===== config.mk =====
export PLATFORM = sky130hd
export DESIGN_NAME = fifo_uart_drain
export DESIGN_NICKNAME = d
export VERILOG_FILES = /design/src/rtl/fifo_uart_drain.sv
export SDC_FILE = /design/constraint.sdc
export NUM_CORES = 1
export LEC_CHECK = 0
export CORE_UTILIZATION = 34
export DETAILED_ROUTE_END_ITERATION = 7
export MAX_ROUTING_LAYER = met4
export SYNTH_ARGS = -nofsm -noshare
export SYNTH_HDL_FRONTEND = slang
export SYNTH_SLANG_ARGS = --single-unit
export TNS_END_PERCENT = 1

===== constraint.sdc =====
create_clock -name clk -period 2.4 [get_ports clk]
set_input_delay 0.36 -clock clk [delete_from_list [all_inputs] [get_ports clk]]
set_output_delay 0.36 -clock clk [all_outputs]
set_load 0.02 [all_outputs]

===== src/rtl/fifo_uart_drain.sv =====
// fifo_uart_drain: pops bytes from an 8-bit FIFO and transmits them as 8N1 UART
// frames (LSB first), keeping a modulo-256 count of completed frames.
module fifo_uart_drain #(
  parameter int unsigned CLKS_PER_BIT = 4,
  parameter int unsigned DATA_W       = 8
) (
  input  logic              clk,
  input  logic              rst_n,        // active-high asynchronous reset despite the name
  input  logic              enable,
  input  logic              fifo_empty,
  input  logic [DATA_W-1:0] fifo_rd_data,
  output logic              fifo_rd_en,
  output logic              tx,
  output logic              busy,
  output logic [7:0]        byte_count
);

  typedef enum logic [2:0] {
    IDLE,
    REQ,
    WAIT,
    START,
    DATA,
    STOP
  } state_t;

  localparam logic [7:0] TIMER_RELOAD = 8'(CLKS_PER_BIT - 1);
  localparam logic [2:0] LAST_BIT     = 3'(DATA_W - 1);

  state_t            state;
  logic [DATA_W-1:0] shift_reg;
  logic [7:0]        bit_timer;
  logic [2:0]        bit_idx;

  // Pop strobe decoded straight from the state register: exactly one REQ cycle per frame
  assign fifo_rd_en = (state == REQ);

  // Frame sequencer; tx is loaded one cycle ahead so the line changes exactly on state edges
  always_ff @(posedge clk or posedge rst_n) begin
    if (rst_n) begin
      state      <= IDLE;
      tx         <= 1'b1;
      busy       <= 1'b0;
      byte_count <= '0;
      shift_reg  <= '0;
      bit_timer  <= '0;
      bit_idx    <= '0;
    end else begin
      case (state)
        IDLE: begin
          tx   <= 1'b1;
          busy <= 1'b0;
          if (enable && !fifo_empty) begin
            state <= REQ;
            busy  <= 1'b1;
          end
        end
        REQ: begin
          state <= WAIT;
        end
        WAIT: begin
          shift_reg <= fifo_rd_data;
          tx        <= 1'b0;
          bit_timer <= TIMER_RELOAD;
          state     <= START;
        end
        START: begin
          if (bit_timer == 8'd0) begin
            state     <= DATA;
            tx        <= shift_reg[0];
            bit_timer <= TIMER_RELOAD;
            bit_idx   <= '0;
          end else begin
            bit_timer <= bit_timer - 8'd1;
          end
        end
        DATA: begin
          if (bit_timer == 8'd0) begin
            bit_timer <= TIMER_RELOAD;
            if (bit_idx == LAST_BIT) begin
              state <= STOP;
              tx    <= 1'b1;
            end else begin
              // shift_reg[1] becomes shift_reg[0] after this shift, so tx tracks shift_reg[0]
              shift_reg <= shift_reg >> 1;
              tx        <= shift_reg[1];
              bit_idx   <= bit_idx + 3'd1;
            end
          end else begin
            bit_timer <= bit_timer - 8'd1;
          end
        end
        STOP: begin
          if (bit_timer == 8'd0) begin
            state      <= IDLE;
            busy       <= 1'b0;
            byte_count <= byte_count + 8'd1;
          end else begin
            bit_timer <= bit_timer - 8'd1;
          end
        end
        default: begin
          state <= IDLE;
          tx    <= 1'b1;
          busy  <= 1'b0;
        end
      endcase
    end
  end

endmodule

Word level (Yosys, flattened, before mapping)
Cells that the tools add are included.

Input port bits: 12. Logic and storage cells: 64. Output and inout bits: 11. Bits in registers: 32.

$add $sub $neg: 3. Bitwise operators: 2. Reductions and logical operators: 17. Eq/ne operators: 13. Multiplexer cells: 22.

Operators with widths (count): 8-bit 2-to-1 mux (4); 8-bit case mux with 3 select lines (1); 3-bit 2-to-1 mux (7); 3-bit case mux with 6 select lines (1); 8-bit case mux with 2 select lines (1); 2-bit != test (second input constant) (7); 3-bit == test (second input constant) (3); 8-bit by 1-bit adder with 8-bit output (second input constant) (1); 8-bit logical NOT (1); 8-bit by 1-bit subtractor with 8-bit output (second input constant) (1); 3-bit by 2-bit == test with 1-bit output (second input constant) (2); 3-bit case mux with 2 select lines (1); 2-bit AND reduction (3); 3-bit AND reduction (2); 1-bit 2-to-1 mux (5); 5-bit AND reduction (1); 1-bit case mux with 4 select lines (1); 4-bit AND reduction (1); 2-bit nonzero test (2); 2-bit OR reduction (2); 4-bit OR reduction (1); 3-bit by 1-bit adder with 3-bit output (second input constant) (1); 3-bit by 1-bit == test with 1-bit output (second input constant) (1); 3-bit logical NOT (1); other kinds (5) (6).

Depth between registers and ports, before layout
Gate-level depths: netlist of run 1.

Depth in word-level cells: 4. Gate-level depth with buffers: 8. Mapped depth without buffers: 7.

Least setup slack after synthesis of run 1
OpenSTA, ideal clock, no wires.

Path kind: reg2reg. Start: register bit_timer[0]. End: register byte_count[5]. Cell stages (with the launch flop): 9. Slack: 0.577 ns. Arrival time: 1.693 ns. Buffers on the path: 1. Library setup time: 0.130 ns. Period minus slack after synthesis: 1.823 ns. Data required time: 2.270 ns. Cell sequence: dfrtp_1 inv_1 ha_1 nor3b_2 and4_1 buf_4 and3_4 nand4_1 xnor2_1.

Word-level cells in the longest chain between the ends: 2.

RTL lines: start, declared (line 32) `logic [7:0] bit_timer;`; start signal, assigned (line 74) `bit_timer <= bit_timer - 8'd1;`; start signal, assigned (line 90) `bit_timer <= bit_timer - 8'd1;`; start signal, assigned (line 99) `bit_timer <= bit_timer - 8'd1;`; 8-bit logical NOT (line 94) `if (bit_timer == 8'd0) begin`; 2-bit AND reduction (no line); end signal, assigned (line 97) `byte_count <= byte_count + 8'd1;`; end, declared (line 15) `output logic [7:0] byte_count`.

Every way passes these cells. A chain may end at the register's enable or synchronous reset.

Final worst setup path of run 1
Start: register bit_timer[0]. End: register bit_timer[7].

Word-level cells in the longest chain between the ends: 3. Elaborated cells on any way between the ends: 7. Those cells by class: add/sub (1); eq/ne (1); mux (3); reduce/logical (2).

RTL lines (line): 8-bit by 1-bit subtractor with 8-bit output or 8-bit logical NOT (tied branches); 8-bit 2-to-1 mux (tied with other cells) (94); 8-bit case mux with 3 select lines or 2-bit AND reduction (tied branches).

Parallel ways exist; a longest one is shown, timed or not. The select of a mux whose other input is x is not followed.

==> reports/results.ini, run 1 <==
[global_routing]
grt_pass1_wl_um=6240
grt_pass1_vias=1318
overflow=0
grt_use_total_pct=15.4
grt_max_degree=33
antenna_found_initial=0

[logic_synthesis]
syn_area_mm2=0.00176
synth_edf_count=0
yosysSeqAreaShare_pct=45.6
synthArstFlopShare_pct=100
synth_top_area_share_pct=44.1
synth_nets=199
yosys_warnings=0
ys_types=46
synth-seq-cells=32
yosysTopAreaCell=dfrtp_1
synthFlopType=dfrtp_1
synth.avg_cell_area_um2=9.62
synth.area.top_cells=dfrtp_1 44%, a21oi_1 4.3%, mux2i_1 4.0%
syn_inst=183

[final_layout]
fin_nets=224
finalNonFillerCells=276
area_growth_pct=23.4
mostFrequentLayoutCells=31 x dfrtp_1, 22 x clkdlybuf4s50_1, 17 x nor2_1
antenna_cells=0
final_common_cell=dfrtp_1
drive_above_1_share_pct=11.0

[routing]
wl_per_cell_um=13.2
num_vias=1436
drcViolationCount=0
wl_um=3640
dr.pass1.iters=4
vias_per_cell=5.20
drtIter0Drc=47
ant_nets=0

[timing]
fin_crit_sh_pct=89.6
max_freq_mhz=465
finalClockSkew_ns=0.00513
setup-violations-final=0
tns_ns=0
fin_crit_ns=2.15
slew_headroom_pct=56.8
report.final.slew_viol_count=0
max_slew.worst_pin.slew_ns=0.648
hold_viol_final=0
rsz0062_at_grt=false

[worst_setup_path]
worstPathCellList=inv_1, ha_1, nor3b_2, and2_1, a21oi_1, o22ai_1, nor2_1
cp.required_ns=2.56
critPathSlowestCell=dfrtp_1
cp.arrival_ns=2.31
cp-end-kind=register
critPathMaxStageDelay_ns=0.43
cp_num_buf_inv=1
path_max_fanout=8
start_kind=register
criticalPathCategory=reg -> reg
cp_top_family=simple AND/OR/NAND/NOR gates

[min_path]
hold_class=in -> async

[placement]
hpwl_um=2480
gp_congestion=0.824
dpl.cell_count=268
portBuffers=22

[floorplan]
start_util_pct=36.3
fp.dieH_um=74.0
core_mm2=0.00485
fp-row-count=25
dieWidth_um=74.0
num_io_pins=23
die_area_mm2=0.00547

[status]
outcome=complete, no violations

[clock_network]
cts_hold_buffers=0
clock_latency_ns=0.29
post_cts_buffers=0
clk_pin_slew_ns=0.07
ctsRootBufferMaster=clkbuf_8
cts_max_path_buffers=2
h-tree-depth=2
cts_made_buffers=5
cts_tree=yes
cts_num_sinks=32
cts.repair.resized=0

[power]
power_density_mw_per_mm2=1090
cellLeakagePower_nw=0.864
ir_drop_v=0.000537

[run]
max_cap_viol_count=0

[cell type report]
| cell class | count | area (µm²) |
|---|---|---|
| timing repair buffer | 28 | 265 |
| fill | 488 | 2680 |
| sequential | 32 | 802 |
| clock inverter | 3 | 42.5 |
| tap | 67 | 83.8 |
| multi-input combinational | 132 | 876 |
| inverter | 9 | 33.8 |
| clock buffer | 5 | 68.8 |
[stage by stage]
| stage | power [mW] | hold slack, ns | utilization, % | cell area [µm²] | setup WS, ns |
|---|---|---|---|---|---|
| 2_1_floorplan | 1.58 | 0.475 | - | 1760 | 0.577 |
| 3_3_place_gp | 1.84 | 0.462 | 42.5 | 2060 | 0.362 |
| 3_5_place_dp | 1.86 | 0.463 | 42.5 | 2060 | 0.310 |
| 4_1_cts | 2.38 | 0.473 | 44.8 | 2170 | 0.293 |
| 5_1_grt | 2.55 | 0.498 | 44.8 | 2170 | 0.0541 |
| 6_report | 2.37 | 0.459 | 44.8 | 2170 | 0.249 |
[report_power, final]
group          switching [mW]  internal (mW)  leakage (nW)
combinational           0.516          0.406         0.424
sequential              0.205          0.724         0.386
clock                   0.209          0.307        0.0541
[path summary, 6_finish.rpt]
| kind | start | end | slack (ns) | depth (start not counted) |
|---|---|---|---|---|
| worst max-delay path | bit_timer[0] | bit_timer[7] | 0.25 | 7 |
| worst min-delay path | rst_n | byte_count[6] | 0.46 | 3 |
| worst max register to register | bit_timer[0] | bit_timer[7] | 0.25 | 7 |
| worst min register to register | byte_count[7] | byte_count[7] | 0.47 | 1 |
| max in group asynchronous | rst_n | tx | 1.61 | 3 |
| min in group clk | byte_count[7] | byte_count[7] | 0.47 | 1 |
[per-layer routing]
layer	share of wire, %	track usage [%]
met1	54	23.2
met2	41	20.1
met3	3.9	3.66
met4	0.99	5.13
met5	0	-
[logic make-up (layout without fill, tap and decap cells)]
| logic type | Yosys count | in the layout | share of synthesized area (%) |
|---|---|---|---|
| simple gates | 59 | 59 | 19.0 |
| compound gates | 49 | 49 | 17.2 |
| flops | 32 | 32 | 45.6 |
| buf+inv | 19 | 45 | 4.69 |
| xor+xnor | 11 | 11 | 5.47 |
| mux | 9 | 9 | 5.26 |
| fa+ha+maj | 4 | 4 | 2.84 |
[worst min-delay path, stage by stage]
cell and delay [ns]:
clkdlybuf4s50_1 0.39, inv_1 0.05, buf_4 0.36
[synthesized netlist by cell type, drive strengths merged (2+ instances only)]
| library cell | number |
|---|---|
| nand4 | 6 |
| o22ai | 3 |
| nor3 | 2 |
| xor2 | 3 |
| xnor2 | 8 |
| dfrtp | 31 |
| inv | 9 |
| and2 | 2 |
| nor4 | 5 |
| nand2 | 11 |
| buf | 5 |
| nor2b | 2 |
| o221ai | 2 |
| mux2i | 7 |
| a31oi | 4 |
| a22o | 2 |
| nor2 | 18 |
| and3 | 4 |
| clkbuf | 5 |
| o21ai | 13 |
| nand2b | 3 |
| ha | 4 |
| a21oi | 16 |
| mux2 | 2 |
(Power assumes the default switching activity.)
==> run 2: changes to the inputs <==
- CORE_MARGIN: default -> 4
- REMOVE_ABC_BUFFERS: default -> 1
==> run 2 against run 1 <==
  * Critical path type unchanged
  * Critical path depth stayed put
  * Critical endpoint is now bit_timer[6]
  * Power is 2.0% higher
  * Highest routed layer unchanged
  * Worst hold slack better by 0.00086 ns
==> reports/results.ini, run 2 (synthesis results as in run 1) <==
[status]
outcome=complete, no violations

[final_layout]
mostFrequentLayoutCells=31 x dfrtp_1, 22 x clkdlybuf4s50_1, 17 x nor2_1
design_area_mm2=0.00219  ; +1.0%
drive_above_1_share_pct=11.4  ; +0.42 points
finalNonFillerCells=277  ; +0.36%
final_common_cell=dfrtp_1
fin_nets=225  ; +0.45%
area_growth_pct=24.7
antenna_cells=0  ; unchanged

[timing]
finalClockSkew_ns=0.00630  ; +0.00116 ns
max_slew.worst_pin.slew_ns=0.495  ; -0.153 ns
slew_headroom_pct=66.7  ; +9.9 points
rsz0062_at_grt=false
setup-violations-final=0  ; unchanged
hold_viol_final=0  ; unchanged
report.final.slew_viol_count=0  ; unchanged
fin_crit_ns=2.14  ; -0.0130 ns
fin_ws_ns=0.262  ; +0.0130 ns
tns_ns=0  ; unchanged
fin_crit_sh_pct=89.1  ; -0.54 points
max_freq_mhz=468  ; +0.61%

[floorplan]
core_mm2=0.00488  ; +0.65%
die_area_mm2=0.00639  ; +17%
start_util_pct=36.1  ; -0.23 points
dieWidth_um=80.0  ; +8.1%
fp.dieH_um=80.0  ; +8.1%
fp-row-count=25  ; unchanged
num_io_pins=23  ; unchanged

[clock_network]
cts_num_sinks=32  ; unchanged
cts_hold_buffers=0  ; unchanged
cts_tree=yes
clk_pin_slew_ns=0.07  ; about the same
clock_latency_ns=0.29  ; about the same
ctsRootBufferMaster=clkbuf_8
cts_max_path_buffers=2  ; unchanged
cts.repair.resized=0  ; unchanged
post_cts_buffers=0  ; unchanged
cts_made_buffers=5  ; unchanged
h-tree-depth=2  ; unchanged

[power]
p_seq_share_pct=38.0  ; -1.3 points
power_frac_clock_pct=23.5  ; +1.7 points
ir_drop_v=0.000529  ; -1.5%
cellLeakagePower_nw=0.879  ; +1.7%
power_density_mw_per_mm2=1100  ; +0.93%
swShare_pct=37.8  ; -1.5 points
p_sw_uw=911  ; -2.0%
power_mw=2.41  ; +2.0%
p_int_mw=1.50  ; +4.6%
p_comb_share_pct=38.4  ; -0.5 points

[routing]
drcViolationCount=0  ; unchanged
dr.pass1.iters=4  ; unchanged
wl_per_cell_um=13.3  ; +1.1%
drtIter0Drc=59  ; +26%
vias_per_cell=5.04  ; -3.1%
num_vias=1397  ; -2.7%
ant_nets=0  ; unchanged
wl_um=3700  ; +1.5%

[global_routing]
grt_max_degree=33  ; unchanged
antenna_found_initial=0  ; unchanged
overflow=0  ; unchanged
grt_pass1_vias=1345  ; +2.0%
grt_use_total_pct=13.7  ; -1.7 points
grt_pass1_wl_um=6540  ; +4.8%

[worst_setup_path]
criticalPathCategory=reg -> reg
start_kind=register
critPathMaxStageDelay_ns=0.44  ; about the same
critPathSlowestCell=dfrtp_1
rrSetupSlack_ns=0.26  ; about the same
cp-end-kind=register
cp_num_buf_inv=1  ; unchanged
startpoint=bit_timer[0]
cp_top_family=simple AND/OR/NAND/NOR gates
cp.required_ns=2.56  ; about the same
cp.arrival_ns=2.29  ; -0.02 ns
worstPathCellList=inv_1, ha_1, nor3b_2, and2_1, a21oi_1, o22ai_1, nor2_1
path_max_fanout=8  ; unchanged
r2r_start=bit_timer[0]

[run]
max_cap_viol_count=0  ; unchanged

[placement]
place_area_mm2=0.00207  ; +0.36%
hpwl_um=2610  ; +5.5%
gp_congestion=0.806  ; -2.2%
dpl.cell_count=269  ; +0.37%
dp_slack_ns=0.318  ; +0.00749 ns
portBuffers=22  ; unchanged

[min_path]
hold_class=in -> async

==> run 2: cell count changes in the layout (fill, tap and decap cells not counted) <==
cell,delta
clkbuf_8,+2
buf_4,+1
clkinv_2,-1
clkinvlp_4,-1
==> run 2: per-layer routing <==
metal	share of wire (%)	GRT usage (%)	vias up	routed length, µm
met5	0	-	-	0
met2	43	18.3	25	1580
met3	4.1	3.05	7	151
met1	51	19.7	652	1890
li1	-	-	713	-
met4	2.0	6.08	0	73
==> run 2: worst paths after layout <==
kind | to | depth (start not counted)
max in group asynchronous | tx | 3
worst min-delay path | bit_timer[5] | 3
worst max register to register | bit_timer[6] | 7
worst min register to register | byte_count[7] | 1
worst max-delay path | bit_timer[6] | 7
min in group clk | byte_count[7] | 1
==> run 2: area by class of cell <==
| cell class | instances | area (µm²) |
|---|---|---|
| inverters | 9 | 33.8 |
| flip-flops and latches | 32 | 802 |
| multi-input cells | 132 | 876 |
| well taps | 67 | 83.8 |
| repair buffers | 29 | 273 |
| clock inverters | 1 | 30.0 |
| fillers | 493 | 2690 |
| clock buffers | 7 | 96.3 |
==> run 2: per-stage QoR <==
stage / hold WS (ns) / utilization [%]
5_1_grt: 0.510 / 45.0
2_1_floorplan: 0.475 / -
3_5_place_dp: 0.466 / 42.4
3_3_place_gp: 0.461 / 42.4
4_1_cts: 0.476 / 45.0
6_report: 0.460 / 45.0
==> run 2: tightest hold or removal path, delay by kind of cell <==
kind | cells | cell delay, ns
buf+inv | 3 | 0.81
==> run 2: power by group through the flow <==
stage	Combinational (mW)	Sequential (mW)	Clock, mW
detailed placement	0.932	0.924	0
floorplan	0.616	0.929	0
CTS	0.935	0.917	0.581
global placement	0.929	0.921	0
finish	0.927	0.918	0.568
global route	1.05	0.953	0.617
==> run 3: changes to the inputs <==
- RECOVER_POWER: default -> 100
==> run 3 against run 2 <==
  * Register-to-register slack about the same
  * Flip-flop and latch count did not move
  * Global-route usage did not move
  * Power down 0.66%
  * Final cell count is the same
  * Final area is 0.46% lower
  * Die area unchanged
  * Critical path depth down 4
  * Sequential share of layout area rose by 0.17 points
  * Clock skew barely moved
  * Largest power group is now registers
==> reports/results.ini, run 3 (synthesis results as in run 1) <==
[status]
outcome=complete, no violations

[routing]
wl_um=3690  ; -0.19%
drcViolationCount=0  ; unchanged
drtIter0Drc=60  ; +1.7%
vias_per_cell=5.05  ; about the same
num_vias=1398  ; +0.072%
dr.pass1.iters=4  ; unchanged
ant_nets=0  ; unchanged
wl_per_cell_um=13.3  ; -0.19%

[clock_network]
cts_tree=yes
cts_num_sinks=32  ; unchanged
h-tree-depth=2  ; unchanged
cts.repair.resized=0  ; unchanged
clk_pin_slew_ns=0.07  ; about the same
ctsRootBufferMaster=clkbuf_8
cts_max_path_buffers=2  ; unchanged
cts_hold_buffers=0  ; unchanged
post_cts_buffers=0  ; unchanged
cts_made_buffers=5  ; unchanged
clock_latency_ns=0.29  ; about the same

[worst_setup_path]
reg2reg_depth=7  ; unchanged
rrSetupSlack_ns=0.26  ; about the same
cp-end-kind=output port
path_max_fanout=13  ; +5
r2r_start=bit_timer[0]
start_kind=register
cp.arrival_ns=1.84  ; -0.45 ns
cp.required_ns=2.04  ; -0.52 ns
reg2reg_to=bit_timer[6]
criticalPathCategory=reg -> out

[floorplan]
core_mm2=0.00488  ; unchanged
fp-row-count=25  ; unchanged
dieWidth_um=80.0  ; unchanged
fp.dieH_um=80.0  ; unchanged
start_util_pct=36.1  ; unchanged
die_area_mm2=0.00639  ; unchanged
num_io_pins=23  ; unchanged

[timing]
finalClockSkew_ns=0.00630  ; +0.00000119 ns
max_freq_mhz=455  ; -2.6%
fin_crit_ns=2.20  ; +0.0581 ns
max_slew.worst_pin.slew_ns=0.792  ; +0.297 ns
fin_ws_ns=0.204  ; -0.0581 ns
fin_crit_sh_pct=91.5  ; +2.4 points
report.final.slew_viol_count=0  ; unchanged
rsz0062_at_grt=false
setup-violations-final=0  ; unchanged
slew_headroom_pct=47.2  ; -19 points
tns_ns=0  ; unchanged
hold_viol_final=0  ; unchanged

[final_layout]
final_common_cell=dfrtp_1
fillers=496  ; +0.61%
fin_nets=225  ; unchanged
drive_above_1_share_pct=11.0  ; -0.48 points
design_area_mm2=0.00218  ; -0.46%
area_growth_pct=24.1
mostFrequentLayoutCells=31 x dfrtp_1, 17 x nor2_1, 15 x a21oi_1
final_core_util_pct=44.8  ; -0.21 points
antenna_cells=0  ; unchanged

[global_routing]
antenna_found_initial=0  ; unchanged
grt_use_met1_pct=19.7  ; unchanged
grt_use_total_pct=13.7  ; unchanged
grt_pass1_vias=1345  ; unchanged
grt.busiest_layer=met1
grt_pass1_wl_um=6540  ; unchanged
grt_max_degree=33  ; unchanged
met3_usage_pct=3.05  ; unchanged
overflow=0  ; unchanged
grt_use_met2_pct=18.3  ; unchanged

[power]
swShare_pct=37.9  ; +0.13 points
p_seq_share_pct=38.2  ; +0.2 points
p_sw_uw=908  ; -0.31%
p_int_mw=1.49  ; -0.87%
power_density_mw_per_mm2=1100  ; -0.21%
ir_drop_v=0.000509  ; -3.8%
cellLeakagePower_nw=0.907  ; +3.2%
p_comb_share_pct=38.1  ; -0.3 points
power_mw=2.40  ; -0.66%
power_frac_clock_pct=23.7  ; +0.2 points

[placement]
place_area_mm2=0.00207  ; unchanged
hpwl_um=2610  ; unchanged
portBuffers=22  ; unchanged
gp_congestion=0.806  ; unchanged
dp_slack_ns=0.318  ; unchanged

[run]
max_cap_viol_count=0  ; unchanged

[min_path]
hold_class=reg -> reg
hp-start=byte_count[7]
hold_end=byte_count[7]
hold_depth=1

run 3: cell types whose count changed in the layout (fill, tap and decap cells not counted):
cell	previous run	this run
and3_1	3	4
and3_4	1	0
buf_4	7	5
clkbuf_2	0	2
clkdlybuf4s50_1	22	10
dlygate4sd3_1	0	12
run 3: stage by stage:
step           std cells  hold slack (ns)
5_1_grt              277            0.505
4_1_cts              277            0.476
3_5_place_dp         269            0.466
2_1_floorplan        173            0.475
3_3_place_gp         269            0.461
6_report             277            0.464
run 3: how the worst max path moves through the flow:
stage	slack, ns	startpoint	to	cells after the start
4_1_cts	0.26	state[1]	fifo_rd_en	3
3_3_place_gp	0.41	bit_timer[0]	bit_timer[7]	7
2_1_floorplan	0.58	bit_timer[0]	byte_count[5]	7
3_5_place_dp	0.32	bit_timer[0]	bit_timer[6]	7
6_report	0.20	state[1]	fifo_rd_en	3
5_1_grt	0.05	bit_timer[1]	bit_idx[0]	6
run 3: layout make-up:
| type | instances | area, µm² | share of cell area [%] |
|---|---|---|---|
| flip-flops and latches | 32 | 802 | 36.7 |
| multi-input cells | 132 | 871 | 39.9 |
| clock buffers | 7 | 96.3 | 4.41 |
| clock inverters | 1 | 30.0 | 1.37 |
| well taps | 67 | 83.8 | 3.84 |
| inverters | 9 | 33.8 | 1.55 |
| repair buffers | 29 | 268 | 12.3 |
run 3: power by group through the flow:
| stage | Clock [mW] | Sequential, mW | Combinational (mW) |
|---|---|---|---|
| after floorplan | 0 | 0.929 | 0.616 |
| after global placement | 0 | 0.921 | 0.929 |
| after detailed placement | 0 | 0.924 | 0.932 |
| after CTS | 0.581 | 0.917 | 0.935 |
| after global routing | 0.617 | 0.953 | 1.04 |
| final | 0.568 | 0.916 | 0.913 |
run 3: layer usage:
layer	routed length, µm	share of wire [%]
met3	151	4.1
met5	0	0
met4	73	2.0
met1	1900	51
met2	1570	42
run 3: worst max-delay path, stage by stage, from the launching register on:
cell and delay (ns):
dfrtp_1 0.53, buf_4 0.24, nor2_1 0.10, dlygate4sd3_1 0.68
